<file path="src/rtl/exec_pkg.sv">
// Shared constants for the EX stage: ALU opcodes and default datapath widths.
package exec_pkg;

    localparam int DATA_W_DEF = 16;
    localparam int REG_AW_DEF = 3;

    localparam logic [1:0] ALU_ADD = 2'b00;
    localparam logic [1:0] ALU_SUB = 2'b01;
    localparam logic [1:0] ALU_AND = 2'b10;
    localparam logic [1:0] ALU_OR  = 2'b11;

endpackage

</file>
<file path="src/rtl/exec_alu.sv">
// Combinational ALU: ADD/SUB wrap modulo 2^DATA_W with no flags, AND/OR bitwise.
module exec_alu
    import exec_pkg::*;
#(
    parameter int DATA_W = DATA_W_DEF
) (
    input  logic [1:0]        op,
    input  logic [DATA_W-1:0] a,
    input  logic [DATA_W-1:0] b,
    output logic [DATA_W-1:0] y
);

    always_comb begin
        y = '0;
        case (op)
            ALU_ADD: y = a + b;
            ALU_SUB: y = a - b;
            ALU_AND: y = a & b;
            ALU_OR:  y = a | b;
            default: y = '0;
        endcase
    end

endmodule

</file>
<file path="src/rtl/execution_stage.sv">
// EX stage: result select (branch/jump offset, LDI, LD/ST address, ALU),
// branch resolution, and the EX/MEM output register.
module execution_stage
    import exec_pkg::*;
#(
    parameter int DATA_W = DATA_W_DEF,
    parameter int REG_AW = REG_AW_DEF
) (
    input  logic              clk,
    input  logic              rst_n,
    input  logic              pc_w,
    input  logic              mem_w,
    input  logic              is_eq,
    input  logic              is_ldi,
    input  logic              is_ld_st,
    input  logic              is_jump,
    input  logic [1:0]        alith,
    input  logic [REG_AW-1:0] rd_addr,
    input  logic [5:0]        disp6,
    input  logic [8:0]        imm9,
    input  logic [DATA_W-1:0] rd,
    input  logic [DATA_W-1:0] rs,
    input  logic [DATA_W-1:0] source1,
    input  logic [DATA_W-1:0] source2,
    output logic              pc_w_out,
    output logic              mem_w_out,
    output logic [REG_AW-1:0] rd_addr_out,
    output logic [DATA_W-1:0] result
);

    logic [DATA_W-1:0] w_alu_y;
    logic [DATA_W-1:0] w_result_nxt;
    logic              w_cmp_true;
    logic              w_pc_w_nxt;

    // Raw instruction fields ride along for debug visibility only.
    logic w_unused_fields;
    assign w_unused_fields = ^{disp6, imm9};

    exec_alu #(.DATA_W(DATA_W)) u_alu (
        .op (alith),
        .a  (source1),
        .b  (source2),
        .y  (w_alu_y)
    );

    // Priority: PC target, then LDI, then LD/ST address, then ALU.
    always_comb begin
        w_result_nxt = w_alu_y;
        if (pc_w)
            w_result_nxt = source2;
        else if (is_ldi)
            w_result_nxt = source2;
        else if (is_ld_st)
            w_result_nxt = rs + source2;
    end

    // BGT compares as signed two's complement; a jump ignores the compare.
    assign w_cmp_true = is_eq ? (rd == rs) : ($signed(rd) > $signed(rs));
    assign w_pc_w_nxt = pc_w & (is_jump | w_cmp_true);

    always_ff @(posedge clk or negedge rst_n) begin
        if (!rst_n) begin
            pc_w_out    <= 1'b0;
            mem_w_out   <= 1'b0;
            rd_addr_out <= '0;
            result      <= '0;
        end else begin
            pc_w_out    <= w_pc_w_nxt;
            mem_w_out   <= mem_w;
            rd_addr_out <= rd_addr;
            result      <= w_result_nxt;
        end
    end

endmodule

</file>
<file path="config.mk">
export PLATFORM = sky130hd
export DESIGN_NAME = execution_stage
export DESIGN_NICKNAME = d
export VERILOG_FILES = /design/src/rtl/exec_pkg.sv /design/src/rtl/exec_alu.sv /design/src/rtl/execution_stage.sv
export SDC_FILE = /design/constraint.sdc
export NUM_CORES = 1
export LEC_CHECK = 0
export CAP_MARGIN = 20
export CELL_PAD_IN_SITES_DETAIL_PLACEMENT = 0
export CELL_PAD_IN_SITES_GLOBAL_PLACEMENT = 1
export CORE_ASPECT_RATIO = 1.4
export CORE_MARGIN = 1.5
export CORE_UTILIZATION = 30
export DETAILED_ROUTE_END_ITERATION = 8
export PLACE_DENSITY = 0.82
export REMOVE_ABC_BUFFERS = 1
export SLEW_MARGIN = 20
export SYNTH_ARGS = -nofsm -noshare
export SYNTH_HDL_FRONTEND = slang
export SYNTH_SLANG_ARGS = --single-unit
export TNS_END_PERCENT = 100
</file>
<file path="constraint.sdc">
create_clock -name clk -period 0.8 [get_ports clk]
set_input_delay 0.2 -clock clk [delete_from_list [all_inputs] [get_ports clk]]
set_output_delay 0.2 -clock clk [all_outputs]
set_load 0.01 [all_outputs]
</file>
==> qor.yml, run 1 <==
status: "finished, violations left"
violations: "negative setup slack"
postLayoutCellArea_mm2: 0.00639
critPathCaptureType: "flip-flop"
drv_cap: 0
whs_ps: 301
multi_input_area_mm2: 0.00321
initial_core_util: 0.307
place_inst: 813
drc: 0
ant_nets: 0
synth_top_area_share: 0.184
io_pins: 113
rows: 45
ir_worst_vdd_mv: 0.697
ys_top_cells_by_area: "ha_1, dfrtp_1, a21oi_1"
fin_cells: 837
cp-start-kind: "primary input"
hp-class: "in2async"
crit_type: "in2reg"
hold_viol: 0
synth_ff_type: "dfrtp_1"
grt.overflow.total: 0
cts.sink_count: 21
drt_first_pass_iters: 4
cts_buffers: 3
grt_max_degree: 31
dieArea_mm2: 0.0118
drt_iter0_markers: 180
place_ws_ps: -3160
vias: 4425
p_sw_mw: 2.62
register_area_um2: 526
leakage_nw: 2.97
cts_buffer_depth: 2
synth_edf_count: 0
die_y_um: 128
synth_cell_types: 50
finalCritPeriodShare: 3.89
yosysTopAreaCell: "ha_1"
fin_crit_ps: 3110
cts_root_buf: "clkbuf_16"
wl_per_cell_um: 16.0
ys_seq_area_frac: 0.157
ys_warn_count: 0
clk_pin_slew_worst_paths_ps: 60
synth_seq_cells: 21
async_reset_ff_frac: 1.00
critPathArrivalTime_ps: 3250
grt_pass1_wl_mm: 20.6
area_growth_pct: 91.4
setup_slack_ps: -2310
required_ps: 940
slew_violations: 0
antenna_cells: 0
num-fill-cells: 951
h-tree-depth: 1
port_buffers: 97
fmax_mhz: 321
gp_congestion: 0.910
syn-mean-instance-area_um2: 7.62
cts_tree: "built"
grt_setup_unrepaired: "true"
relSlewSlack: 0.724
pwr-share-comb: 0.673
globalRouteTotalUtil: 0.219
syn-cell-area_mm2: 0.00334
via_per_inst: 5.29
p_int_mw: 4.33
fin_tns_setup_ps: -29430
crit_fanout: 4
clock_power_share: 0.155
synth_cells: 438
swShare: 0.377
worstMarginPinSlew_ps: 414
powerDensity_mw_per_mm2: 1090
finalSetupViolCount: 38
place_area_mm2: 0.00559
dp.final_hpwl_mm: 10.4
first_global_vias: 4462
core-area_mm2: 0.0109
p_seq_frac: 0.172
nNetsFinal: 840
routed_wl_mm: 13.4
drive_gt1_frac: 0.455
chipWidth_um: 92.2
antenna_found_initial: 0
==> cells in the mapped netlist, types with 2 or more instances <==
library cell,n
maj3_1,4
o21bai_1,5
a211oi_1,6
dfrtp_1,21
xnor2_1,18
nor4_1,3
clkbuf_1,15
fa_1,2
o41ai_1,4
nor3_1,12
a31oi_1,8
a221o_1,2
a311oi_1,3
o311a_1,2
xor2_1,18
nand4_1,6
o21a_1,8
nor3b_1,2
nand2b_1,7
mux2i_1,4
o31ai_1,5
and2_1,2
a21boi_0,3
nand2_1,27
or3_1,6
inv_1,31
nor2b_1,6
a21oi_1,37
nor2_1,38
o22ai_1,4
a21o_1,6
o31a_1,2
ha_1,49
and3_1,2
o211ai_1,9
a2111oi_0,4
or2_2,2
o21ai_0,36
nand3_1,7
a22o_1,2
==> cells in the final DEF, fill, tap and decap left out, types with 7 or more instances in the layout <==
cell type / count
a21oi_1: 29
a21oi_2: 7
a31oi_1: 7
buf_2: 29
buf_4: 153
buf_6: 29
buf_8: 7
clkdlybuf4s50_1: 30
dfrtp_1: 21
dlygate4sd2_1: 12
ha_1: 33
ha_4: 11
inv_1: 19
inv_2: 7
nand2_1: 26
nor2_1: 34
nor3_1: 8
o211ai_1: 9
o21a_1: 8
o21ai_0: 21
o21ai_1: 11
xnor2_1: 16
xor2_1: 15
==> layout make-up <==
type                       count  share of cell area
multi-input combinational    370               0.502
inverter                      31              0.0209
clock inverter                 1            0.000783
sequential                    21              0.0822
clock buffer                   3              0.0117
timing repair buffer         270               0.355
tap                          141              0.0276
==> metal layers <==
metal / track usage / wire length, um
met2: 0.432 / 7220
met3: 0.0267 / 595
met1: 0.234 / 5070
met4: 0.0742 / 508
met5: 0 / 0
==> registers in the layout, summed over array words and instances, names as in the netlist <==
name / count
mem_w_out: 1
rd_addr_out: 3
pc_w_out: 1
result: 16
==> timing repair <==
action	4_1_cts	5_1_grt
hold buffers	0	0
pin swaps	78	63
setup endpoints to repair	38	38
setup buffers	18	6
resized for setup	345	50
==> worst max-delay path, stage by stage <==
cell and delay [ps]:
buf_6 90, or4_4 570, nand2b_4 180, buf_6 130, o31ai_4 170, xor2_1 250
ha_1 330, a21oi_2 180, o21ai_2 90, or3_4 330, o21ai_2 140, xnor2_1 80
a221o_1 290, a211o_1 230
==> path summary, 6_finish.rpt <==
path | from | end | slack [ps]
min in group clk | source2[0] | result[0]$_DFF_PN0_ | 310
max | source2[4] | result[15]$_DFF_PN0_ | -2310
max in group asynchronous | rst_n | result[5]$_DFF_PN0_ | 360
min | rst_n | result[0]$_DFF_PN0_ | 300
==> metrics by stage <==
step           utilization  power [mW]
3_5_place_dp         0.514        5.12
5_1_grt              0.588        7.36
4_1_cts              0.563        6.60
3_3_place_gp         0.514        5.03
2_1_floorplan            -        2.97
6_report             0.588        6.95
==> logic make-up (layout without fill, tap and decap cells) <==
logic type | after synthesis | in the layout | synth area share
AOI/OAI and AO/OA | 151 | 151 | 0.291
adders and majority gates | 55 | 55 | 0.208
buffers and inverters | 47 | 305 | 0.0528
xor gates and xnor gates | 37 | 37 | 0.0993
DFF | 21 | 21 | 0.157
muxes | 5 | 5 | 0.0154
and+or+nand+nor | 122 | 122 | 0.176
==> power groups by stage <==
| stage | Combinational (mW) | Clock, mW | Sequential (mW) |
|---|---|---|---|
| after detailed placement | 3.91 | 0 | 1.21 |
| final | 4.68 | 1.08 | 1.20 |
| after global routing | 5.03 | 1.13 | 1.21 |
| after floorplan | 1.70 | 0 | 1.27 |
| after global placement | 3.82 | 0 | 1.22 |
| after CTS | 4.30 | 1.11 | 1.19 |
Note: power is estimated with default switching activity, not from simulation.
==> run 2, diff against run 1 <==
--- a/config.mk
+++ b/config.mk
@@ -5,7 +5,7 @@
 export SDC_FILE = /design/constraint.sdc
 export NUM_CORES = 1
 export LEC_CHECK = 0
-export CAP_MARGIN = 20
+export CAP_MARGIN = 15
 export CELL_PAD_IN_SITES_DETAIL_PLACEMENT = 0
 export CELL_PAD_IN_SITES_GLOBAL_PLACEMENT = 1
 export CORE_ASPECT_RATIO = 1.4
==> results of run 2 <==
Same layout as run 1: the final DEF is identical, and so are final timing and power.
==> run 3, diff against run 2 <==
--- a/config.mk
+++ b/config.mk
@@ -14,6 +14,7 @@
 export DETAILED_ROUTE_END_ITERATION = 8
 export PLACE_DENSITY = 0.82
 export REMOVE_ABC_BUFFERS = 1
+export SKIP_LAST_GASP = 1
 export SLEW_MARGIN = 20
 export SYNTH_ARGS = -nofsm -noshare
 export SYNTH_HDL_FRONTEND = slang
==> constraint.sdc (replaced) <==
create_clock -name clk -period 3 [get_ports clk]
set_input_delay 0.75 -clock clk [delete_from_list [all_inputs] [get_ports clk]]
set_output_delay 0.75 -clock clk [all_outputs]
set_load 0.01 [all_outputs]
==> qor.yml, run 3 (synthesis gave the netlist of run 1 again) <==
globalRouteTotalUtil: 0.214  # -0.00476
via_per_inst: 5.27  # -0.40%
port_buffers: 97  # unchanged
grt_setup_unrepaired: "true"
top_regs: "result: 16 flops, rd_addr_out: 3 flops"
hold_viol: 0  # unchanged
ir_worst_vdd_mv: 0.200  # -71%
ant_nets: 0  # unchanged
leakage_nw: 2.76  # -7.2%
area_growth_pct: 81.2
cts_buffers: 3  # unchanged
crit_chain: "buf_6 > or4_4 > buf_6 > buf_6 > o31ai_4 > xor2_1 > ha_1 > a21oi_2 > o21ai_2 > or3_1 > o21ai_2 > xnor2_1 > a221o_1 > a211o_1"
nNetsFinal: 812  # -3.3%
slew_violations: 0  # unchanged
cp-start-kind: "primary input"
final_common_cell: "buf_4"
required_ps: 3140  # +2200 ps
antenna_found_initial: 0  # unchanged
grt_use_met1: 0.238  # +0.00346
finalCritPeriodShare: 1.20
status: "finished, violations left"
hp-class: "in2async"
num-fill-cells: 995  # +4.6%
cts.sink_count: 21  # unchanged
gp_congestion: 0.929  # +2.2%
regMostFlops: "result"
final_cell_mix: "buf_4, clkdlybuf4s50_1, ha_1"
routed_wl_mm: 12.8  # -4.8%
grt.overflow.total: 0  # unchanged
first_global_vias: 4360  # -2.3%
crit_buf_inv: 3  # +1
cts_hold_buf: 0  # unchanged
critPathMostFrequentCell: "buf_6"
largest_reg_flops: 16  # unchanged
initial_core_util: 0.307  # unchanged
dp.final_hpwl_mm: 10.0  # -3.8%
setup_slack_ps: -594  # +1720 ps
vias: 4260  # -3.7%
wl_per_cell_um: 15.8  # -1.5%
rows: 45  # unchanged
fin_crit_ps: 3590
cts_root_buf: "clkbuf_16"
h-tree-depth: 1  # unchanged
drv_cap: 0  # unchanged
drc: 0  # unchanged
clk_pin_slew_worst_paths_ps: 70  # about the same
crit_fanout: 3  # -1
fmax_mhz: 278
powerDensity_mw_per_mm2: 303  # -72%
violations: "negative setup slack"
core-area_mm2: 0.0109  # unchanged
die_y_um: 128  # unchanged
critPathArrivalTime_ps: 3740  # +490 ps
antenna_cells: 0  # unchanged
cp_top_family: "compound AO/OA/AOI/OAI gates"
cts_buffer_depth: 2  # unchanged
cp_slowest_cell: "or4_4"
fin_cells: 809  # -3.3%
grt_pass1_wl_mm: 20.2  # -2.1%
chipWidth_um: 92.2  # unchanged
drive_gt1_frac: 0.335  # -0.120
cpPeakStageDelay_ps: 570  # about the same
relSlewSlack: 0.631  # -0.0930
busiest_layer: "met2"
place_inst: 780  # -4.1%
grtUsageMet3: 0.0249  # -0.00178
drt_iter0_markers: 155  # -14%
grt_util_met2: 0.408  # -0.0240
finalSetupViolCount: 9  # -76%
drt_first_pass_iters: 4  # unchanged
dieArea_mm2: 0.0118  # unchanged
cts_tree: "built"
worstMarginPinSlew_ps: 540  # +126 ps
grt_max_degree: 31  # unchanged
critPathCaptureType: "flip-flop"
io_pins: 113  # unchanged
crit_type: "in2reg"
fin_tns_setup_ps: -3470  # +25960 ps
## run 3: cell count changes in the layout (fill, tap and decap cells not counted), moves of 5 or more
cell / previous run / this run
inv_2: 7 / 2
buf_4: 153 / 132
buf_6: 29 / 18
dlygate4sd2_1: 12 / 0
ha_4: 11 / 3
buf_2: 29 / 3
inv_1: 19 / 28
ha_1: 33 / 45
buf_8: 7 / 0
clkdlybuf4s50_1: 30 / 86
## run 3: metrics by stage
step	power (mW)	instance area [um^2]	util	hold WS, ps	worst slack, ps
after global placement	1.29	5330	0.490	1120	-1380
after floorplan	0.791	3280	-	454	-674
final	1.84	6050	0.557	853	-594
after detailed placement	1.32	5330	0.490	1130	-1470
after global routing	1.95	6050	0.557	889	-689
after CTS	1.75	5800	0.534	863	-683
## run 3: metal layers
metal | wire length, um | vias to the layer above
met3 | 516 | 38
met2 | 6840 | 140
met5 | 0 | -
li1 | - | 2074
met1 | 4890 | 2008
met4 | 509 | 0
## run 3: cell type report
type / count / area (um^2) / area share
Clock buffer: 3 / 75.1 / 0.0124
Clock inverter: 1 / 5.00 / 0.000827
Inverter: 31 / 119 / 0.0196
Multi-Input combinational cell: 370 / 3040 / 0.503
Sequential cell: 21 / 526 / 0.0869
Tap cell: 141 / 176 / 0.0292
Timing Repair Buffer: 242 / 2100 / 0.348
## run 3: power by group
part	internal, mW	switching (mW)
logic	0.663	0.558
clock network	0.179	0.115
registers	0.310	0.00996
## run 3: repair_timing
action	in CTS	in global routing
gates resized for setup	110	39
buffers inserted	16	11
pin swaps	53	50
endpoints found under the setup margin	13	12
## run 3: how the worst max path moves through the flow
stage	end	cells after the start	from
finish	result[15]$_DFF_PN0_	14	source2[5]
global placement	result[15]$_DFF_PN0_	13	source2[6]
CTS	result[15]$_DFF_PN0_	14	source2[3]
floorplan	result[15]$_DFF_PN0_	14	source2[6]
detailed placement	result[15]$_DFF_PN0_	15	source2[6]
global route	result[15]$_DFF_PN0_	14	source2[5]
